### src/rtl/pkt_pack.sv
// Packet packer: walks a linked list of SRAM blocks for one tagged packet, streams
// the words out with sop/eop, and returns each block to the free list once it has been read.
module pkt_pack #(
    parameter int unsigned AW = 12,
    parameter int unsigned DW = 32
) (
    input  logic          iClk,
    input  logic          iRst,
    input  logic          iTagVld,
    output logic          oTagRdy,
    input  logic [AW-1:0] iTagFirAddr,
    input  logic [3:0]    iTagBlkNum,
    input  logic [3:0]    iTagLastWords,
    output logic          oLinkRdEn,
    output logic [AW-1:0] oLinkRdAddr,
    input  logic [AW-1:0] iLinkData,
    output logic          oMemRdEn,
    output logic [AW+3:0] oMemRdAddr,
    input  logic [DW-1:0] iMemRdData,
    output logic          oTxVld,
    output logic          oTxSop,
    output logic          oTxEop,
    output logic [DW-1:0] oTxData,
    input  logic          iTxRdy,
    output logic          oFreeAddrVld,
    output logic [AW-1:0] oFreeAddr,
    input  logic          iFreeAddrRdy,
    output logic          oDone
);

    typedef enum logic [1:0] {StIdle, StRd, StFree, StDrain} state_e;

    state_e        state_q, state_d;
    logic [AW-1:0] cur_blk_q, cur_blk_d;
    logic [AW-1:0] nxt_blk_q, nxt_blk_d;
    logic [3:0]    word_idx_q, word_idx_d;
    logic [3:0]    blk_cnt_q, blk_cnt_d;
    logic [3:0]    blk_num_q, blk_num_d;
    logic [3:0]    last_words_q, last_words_d;
    logic          link_pend_q, rd_if_q, rd_sop_q, rd_eop_q;

    logic [DW+1:0] fifo_q [2];
    logic          wr_ptr_q, rd_ptr_q;
    logic [1:0]    cnt_q, cnt_d;

    logic          tag_rdy, mem_rd_en, link_rd_en, free_vld, done;
    logic          is_last_blk, is_last_word, push, pop, can_issue;
    logic [4:0]    word_lim;
    logic [2:0]    occ;
    logic [DW+1:0] head;

    assign is_last_blk  = (blk_cnt_q == blk_num_q);
    assign word_lim     = (is_last_blk && last_words_q != 4'd0) ? {1'b0, last_words_q} : 5'd16;
    assign is_last_word = (({1'b0, word_idx_q} + 5'd1) == word_lim);
    assign push         = rd_if_q;
    assign pop          = (cnt_q != 2'd0) && iTxRdy;
    // Counting this cycle's pop lets a read issue every cycle while the stream flows.
    assign occ          = {1'b0, cnt_q} + {2'b00, rd_if_q} - {2'b00, pop};
    assign can_issue    = (occ < 3'd2);
    assign cnt_d        = cnt_q + {1'b0, push} - {1'b0, pop};

    always_comb begin
        state_d      = state_q;
        cur_blk_d    = cur_blk_q;
        nxt_blk_d    = link_pend_q ? iLinkData : nxt_blk_q;
        word_idx_d   = word_idx_q;
        blk_cnt_d    = blk_cnt_q;
        blk_num_d    = blk_num_q;
        last_words_d = last_words_q;
        tag_rdy      = 1'b0;
        mem_rd_en    = 1'b0;
        link_rd_en   = 1'b0;
        free_vld     = 1'b0;
        done         = 1'b0;
        case (state_q)
            StIdle: begin
                tag_rdy = 1'b1;
                if (iTagVld) begin
                    cur_blk_d    = iTagFirAddr;
                    blk_num_d    = iTagBlkNum;
                    last_words_d = iTagLastWords;
                    word_idx_d   = 4'd0;
                    blk_cnt_d    = 4'd0;
                    state_d      = StRd;
                end
            end
            StRd: begin
                if (can_issue) begin
                    mem_rd_en  = 1'b1;
                    link_rd_en = (word_idx_q == 4'd0) && !is_last_blk;
                    word_idx_d = word_idx_q + 4'd1;
                    if (is_last_word) begin
                        state_d = StFree;
                    end
                end
            end
            StFree: begin
                free_vld = 1'b1;
                if (iFreeAddrRdy) begin
                    if (is_last_blk) begin
                        state_d = StDrain;
                    end else begin
                        cur_blk_d  = nxt_blk_q;
                        word_idx_d = 4'd0;
                        blk_cnt_d  = blk_cnt_q + 4'd1;
                        state_d    = StRd;
                    end
                end
            end
            StDrain: begin
                if (cnt_q == 2'd0 && !rd_if_q) begin
                    done    = 1'b1;
                    state_d = StIdle;
                end
            end
            default: state_d = StIdle;
        endcase
    end

    always_ff @(posedge iClk) begin
        if (iRst) begin
            state_q      <= StIdle;
            cur_blk_q    <= '0;
            nxt_blk_q    <= '0;
            word_idx_q   <= 4'd0;
            blk_cnt_q    <= 4'd0;
            blk_num_q    <= 4'd0;
            last_words_q <= 4'd0;
            link_pend_q  <= 1'b0;
            rd_if_q      <= 1'b0;
            rd_sop_q     <= 1'b0;
            rd_eop_q     <= 1'b0;
            wr_ptr_q     <= 1'b0;
            rd_ptr_q     <= 1'b0;
            cnt_q        <= 2'd0;
        end else begin
            state_q      <= state_d;
            cur_blk_q    <= cur_blk_d;
            nxt_blk_q    <= nxt_blk_d;
            word_idx_q   <= word_idx_d;
            blk_cnt_q    <= blk_cnt_d;
            blk_num_q    <= blk_num_d;
            last_words_q <= last_words_d;
            link_pend_q  <= link_rd_en;
            rd_if_q      <= mem_rd_en;
            rd_sop_q     <= (blk_cnt_q == 4'd0) && (word_idx_q == 4'd0);
            rd_eop_q     <= is_last_blk && is_last_word;
            wr_ptr_q     <= wr_ptr_q ^ push;
            rd_ptr_q     <= rd_ptr_q ^ pop;
            cnt_q        <= cnt_d;
        end
    end

    always_ff @(posedge iClk) begin
        if (push) begin
            fifo_q[wr_ptr_q] <= {rd_sop_q, rd_eop_q, iMemRdData};
        end
    end

    assign head = fifo_q[rd_ptr_q];

    // Every output is forced low while reset is held.
    assign oTagRdy      = tag_rdy & ~iRst;
    assign oLinkRdEn    = link_rd_en & ~iRst;
    assign oLinkRdAddr  = iRst ? '0 : cur_blk_q;
    assign oMemRdEn     = mem_rd_en & ~iRst;
    assign oMemRdAddr   = iRst ? '0 : {cur_blk_q, word_idx_q};
    assign oTxVld       = (cnt_q != 2'd0) & ~iRst;
    assign oTxSop       = oTxVld & head[DW+1];
    assign oTxEop       = oTxVld & head[DW];
    assign oTxData      = oTxVld ? head[DW-1:0] : '0;
    assign oFreeAddrVld = free_vld & ~iRst;
    assign oFreeAddr    = iRst ? '0 : cur_blk_q;
    assign oDone        = done & ~iRst;

endmodule
### config.mk
export PLATFORM = sky130hd
export DESIGN_NAME = pkt_pack
export DESIGN_NICKNAME = d
export VERILOG_FILES = /design/src/rtl/pkt_pack.sv
export SDC_FILE = /design/constraint.sdc
export NUM_CORES = 1
export LEC_CHECK = 0
export CAP_MARGIN = 30
export CORE_MARGIN = 2
export CORE_UTILIZATION = 35
export CTS_BUF_LIST = sky130_fd_sc_hd__clkbuf_8
export DETAILED_ROUTE_END_ITERATION = 10
export PLACE_DENSITY = 0.67
export SYNTH_ARGS = -nofsm -noshare
export SYNTH_HDL_FRONTEND = slang
export SYNTH_SLANG_ARGS = --single-unit
### constraint.sdc
create_clock -name iClk -period 3.44 [get_ports iClk]
set_input_delay 0.688 -clock iClk [delete_from_list [all_inputs] [get_ports iClk]]
set_output_delay 0.688 -clock iClk [all_outputs]
set_load 0.01 [all_outputs]
# Yosys cells after proc, flatten, opt, wreduce, memory -nomap -nowiden
# Memory sizes are Yosys's and may differ from the RTL's. A register that Yosys moved wholly into a read port is not among the register bits.
# Cells that the tools add are included.
# Widths: inputs -> output; s select.
[totals]
regBits = 50
ram_bits = 68
inputBits = 69
out_inout_bits = 80
word_cells = 99
memories = 1
[classes]
n_addsub = 7
magnitude_cmp = 1
eq_ne = 11
muxes = 34
bitwise = 11
n_reduce_logical = 20
[mem_list]
columns = ["name", "depth", "width", "rd", "rd_clocked_by_memory_dff", "write_ports", "line_no", "source"]
rows = [
  ["fifo_q", 2, 34, 1, 1, 1, "42", "logic [DW+1:0] fifo_q [2];"],
]
[op_table]
columns = ["cell", "n"]
rows = [
  ["$mux 12", 4],
  ["$mux 32", 1],
  ["$mux 4", 6],
  ["$pmux 12 s2", 1],
  ["$mux 16", 1],
  ["$mux 2", 6],
  ["$ne 2x2->1 const B", 6],
  ["$pmux 4 s3", 1],
  ["$mux 1", 11],
  ["$reduce_and 5->1", 2],
  ["$add 4x1->4 const B", 2],
  ["$and 1x1->1", 8],
  ["$logic_not 4->1", 2],
  ["$pmux 2 s4", 1],
  ["$pmux 4 s2", 1],
  ["$logic_and 1x1->1", 6],
  ["$add 4x1->5 const B", 1],
  ["$eq 5x5->1", 1],
  ["$mux 5", 1],
  ["$eq 2x2->1 const B", 2],
  ["$eq 4x4->1", 1],
  ["$logic_not 2->1", 2],
  ["$reduce_and 4->1", 1],
  ["$reduce_bool 2->1", 2],
  ["12 further kinds", 14],
]

# Logic depth before layout (Yosys ltp)
[logic_depth]
word_depth = 7
mapped_depth = 12
mapped_depth_nobuf = 12

# Least setup slack after synthesis
# OpenSTA, ideal clock, no wires.
[synth_path]
path_kind = "input-to-output"
startpoint = "input port iTxRdy"
endpoint = "output port oLinkRdEn"
t_arrival_ns = 2.395
t_required_ns = 2.752
slack_ns = 0.357
path_stages = 9
n_path_buf = 0
path_cell_list = "nor2b_1 -> ha_1 -> inv_1 -> ha_1 -> fa_1 -> xnor2_1 -> nor2_1 -> nand2_1 -> nor3_1"
[synth_via]
elab_chain_cells = 6
[synth_rtl]
columns = ["element", "line_no", "source"]
rows = [
  ["start, declared", "24", "input logic iTxRdy,"],
  ["$logic_and 1x1->1", "56", "assign pop = (cnt_q != 2'd0) && iTxRdy;"],
  ["$sub 3x1->3", "58", "assign occ = {1'b0, cnt_q} + {2'b00, rd_if_q} - {2'b00, pop};"],
  ["$lt 3x2->1", "59", "assign can_issue = (occ < 3'd2);"],
  ["$mux 1", "88", "if (can_issue) begin"],
  ["$mux 1", "75", "case (state_q)"],
  ["$and 1x1->1", "164", "assign oLinkRdEn = link_rd_en & ~iRst;"],
  ["end, declared", "14", "output logic oLinkRdEn,"],
]
# No other way between the ends.

# Final worst setup path
[layout_path]
startpoint = "input port iTxRdy"
endpoint = "output port oMemRdEn"
[layout_via]
elab_chain_cells = 6
[layout_rtl]
columns = ["element", "line_no", "source"]
rows = [
  ["$logic_and 1x1->1", "56", ""],
  ["$sub 3x1->3", "58", ""],
  ["$lt 3x2->1", "59", ""],
  ["$mux 1", "88", ""],
  ["$mux 1", "75", ""],
  ["$and 1x1->1", "166", "assign oMemRdEn = mem_rd_en & ~iRst;"],
  ["end, declared", "17", "output logic oMemRdEn,"],
]
# No other way between the ends.

==> results.yml <==
run_status:
  status: "finished clean"
routing:
  route.detailed.drc: 0
  routed_wl_mm: 11.2
  wire_per_inst_um: 14.4
  vias: 3682
  first_pass_iters: 4
  vias_per_cell: 4.71
  ant_nets: 0
  drtIter0Drc: 182
setup_path:
  path_common_cell: "inv_1"
  crit_start: "iTxRdy"
  r2r_start: "cnt_q[1]"
  crit_path_top_delay_cell: "fa_2"
  critPathLaunchType: "primary input"
  critPathTopFamily: "adder cells"
  critPathKind: "in2out"
  cpPeakStageDelay_ns: 0.37
  crit_buf_inv: 5
  crit_chain: "dlygate4sd2_1 > nor2b_4 > ha_1 > inv_1 > ha_2 > fa_2 > xnor2_2 > nor2_2 > nand2_2 > buf_6 > inv_1 > buf_2"
  arrival_ns: 2.67
  end_kind: "output pin"
  worstPathMaxFanout: 2
  worst-endpoint-required_ns: 2.75
finish:
  final_util: 0.492
  synthToLayoutAreaGrowth_pct: 38.7
  drive_gt1_frac: 0.0972
  nNetsFinal: 662
logic_synthesis:
  netlist.area_leader.share: 0.401
  synth.area.top_cells: "edfxtp_1, dfxtp_1, mux2i_1, nor2_1, buf_4"
  syn_area_per_cell_um2: 11.2
  yosysSeqAreaShare: 0.597
  syn_nets: 532
  synth_common_cells: "nor2_1, edfxtp_1, dfxtp_1"
  synthXorXnorAreaFrac: 0.0206
  synth-edff-count: 68
  ys_warn_count: 0
  synth-seq-cells: 118
  yosysMostFrequentCell: "nor2_1"
  synthSimpleGateAreaFrac: 0.145
  synth_cell_types: 39
  synthAdderAreaFrac: 0.0236
  synthFlopType: "edfxtp_1"
  synth_top_family_by_area: "simple AND/OR/NAND/NOR gates"
  syn-instance-count: 454
  synthArstFlopShare: 0
  synth_compound_area_frac: 0.0567
  yosys.area.top_type: "edfxtp_1"
  synth.area.mux_share: 0.0923
  synth.cell_area_um2: 5100
clock_tree:
  cts_buffers: 17
  clockBufferDepth: 2
  cts_tree: "built"
  h-tree-depth: 4
  clock_sinks: 118
  cts_hold_buf: 0
  insertion_delay_ns: 0.43
  clockRootBuffer: "clkbuf_8"
  clk_pin_slew_ns: 0.06
sta:
  final-max-slew-violation-count: 0
  setup_violations: 0
  slew-limit-headroom: 0.395
  skew_ns: 0.00857
  hold_slack_ns: 0.427
  max_freq_mhz: 298
  period_needed_ns: 3.35
  hold_viol_final: 0
  period_share: 0.975
  worst_pin_slew_ns: 0.908
die:
  core_area_um2: 14400
  die_area_um2: 15500
  die_h_um: 125
  fp.dieW_um: 125
  start_util: 0.355
  ios: 149
  rows: 44
global_route:
  grt-ovfl-total: 0
  grt.total_usage: 0.149
  grt_pass1_wl_mm: 18.2
  grt_pass1_vias: 3687
  antenna_found_initial: 1
  grt_max_degree: 46
run:
  cap_viol_max_count: 0
pwr:
  p_per_area_nw_per_um2: 643
  ir_drop_mv: 0.253
  p_leak_nw: 2.54
  p_total_w: 0.00455
worst_hold_path:
  hold_class: "reg2reg"
  hp-start: "rd_eop_q"
place:
  gp_congestion: 0.804
  port-buffer-count: 148
  hpwl_mm: 7.68
path summary, 6_finish.rpt:
check | to | slack [ns] | cells after the start
worst max register to register | word_idx_q[1] | 0.75 | 13
worst min register to register | fifo_q[1][32] | 0.43 | 0
worst max-delay path | oMemRdEn | 0.09 | 12
worst min-delay path | fifo_q[1][32] | 0.43 | 0
kinds of logic after synthesis:
kind of cell | count (synthesis)
simple gates | 167
flops | 118
buf+inv | 62
mux | 47
compound gates | 39
xor+xnor | 12
fa+ha+maj | 9
routing by layer:
layer	wire (µm)	vias to the layer above	global-route usage
met5	0	-	0
met4	151	0	0.0555
met3	910	14	0.0653
met2	5120	145	0.236
met1	5060	1713	0.179
li1	-	1810	-
report_power, final:
part | switching [W] | internal (W)
registers | 0.000165 | 0.00176
clock network | 0.000511 | 0.000768
logic | 0.000670 | 0.000673
flip-flops by register name, summed over array words and instances (netlist names), 2 cells and up:
signal / cells
last_words_q: 4
cnt_q: 2
fifo_q: 68
word_idx_q: 4
nxt_blk_q: 12
blk_num_q: 4
blk_cnt_q: 4
cur_blk_q: 12
state_q: 2
area by class of cell:
cell class	count	area, µm²
fillers	1267	7300
clock buffers	17	234
flip-flops and latches	118	3040
repair buffers	160	1570
inverters	13	48.8
diodes	1	2.50
multi-input cells	274	1770
clock inverters	15	170
well taps	184	230
through the flow:
stage | std cells | area, µm² | setup TNS [ns] | setup WS (ns)
finish | 782 | 7070 | 0 | 0.0855
global route | 781 | 7070 | -0.0465 | -0.0271
CTS | 781 | 7070 | 0 | 0.0343
detailed placement | 748 | 6630 | -1.26 | -0.686
global placement | 748 | 6630 | -1.11 | -0.612
floorplan | 454 | 5100 | 0 | 0.357
layout by cell type, fill, tap and decap left out, types with 6 or more instances in the layout:
cell type,instances
xor2_1,6
inv_1,16
mux2i_1,47
nand2_1,47
nor2_1,71
edfxtp_1,68
clkbuf_8,17
dfxtp_1,49
nor3_1,8
clkdlybuf4s50_1,144
a21oi_1,12
a311oi_1,12
buf_4,10
nor2b_1,17
worst register-to-register path: cells and delay by family, from the launching register on:
| kind | cells | cell delay (ns) |
|---|---|---|
| and+or+nand+nor | 4 | 0.43 |
| adders and majority gates | 3 | 0.81 |
| AOI/OAI and AO/OA | 3 | 0.61 |
| DFF | 1 | 0.36 |
| xor gates and xnor gates | 1 | 0.18 |
| buffers and inverters | 2 | 0.18 |
timing repair:
action | in CTS | in global routing
gates resized for setup | 19 | 1
hold endpoints to repair | 0 | 0
pin swaps | 3 | 0
endpoints found under the setup margin | 2 | 2
setup buffers | 1 | 0
(Power assumes the default switching activity.)
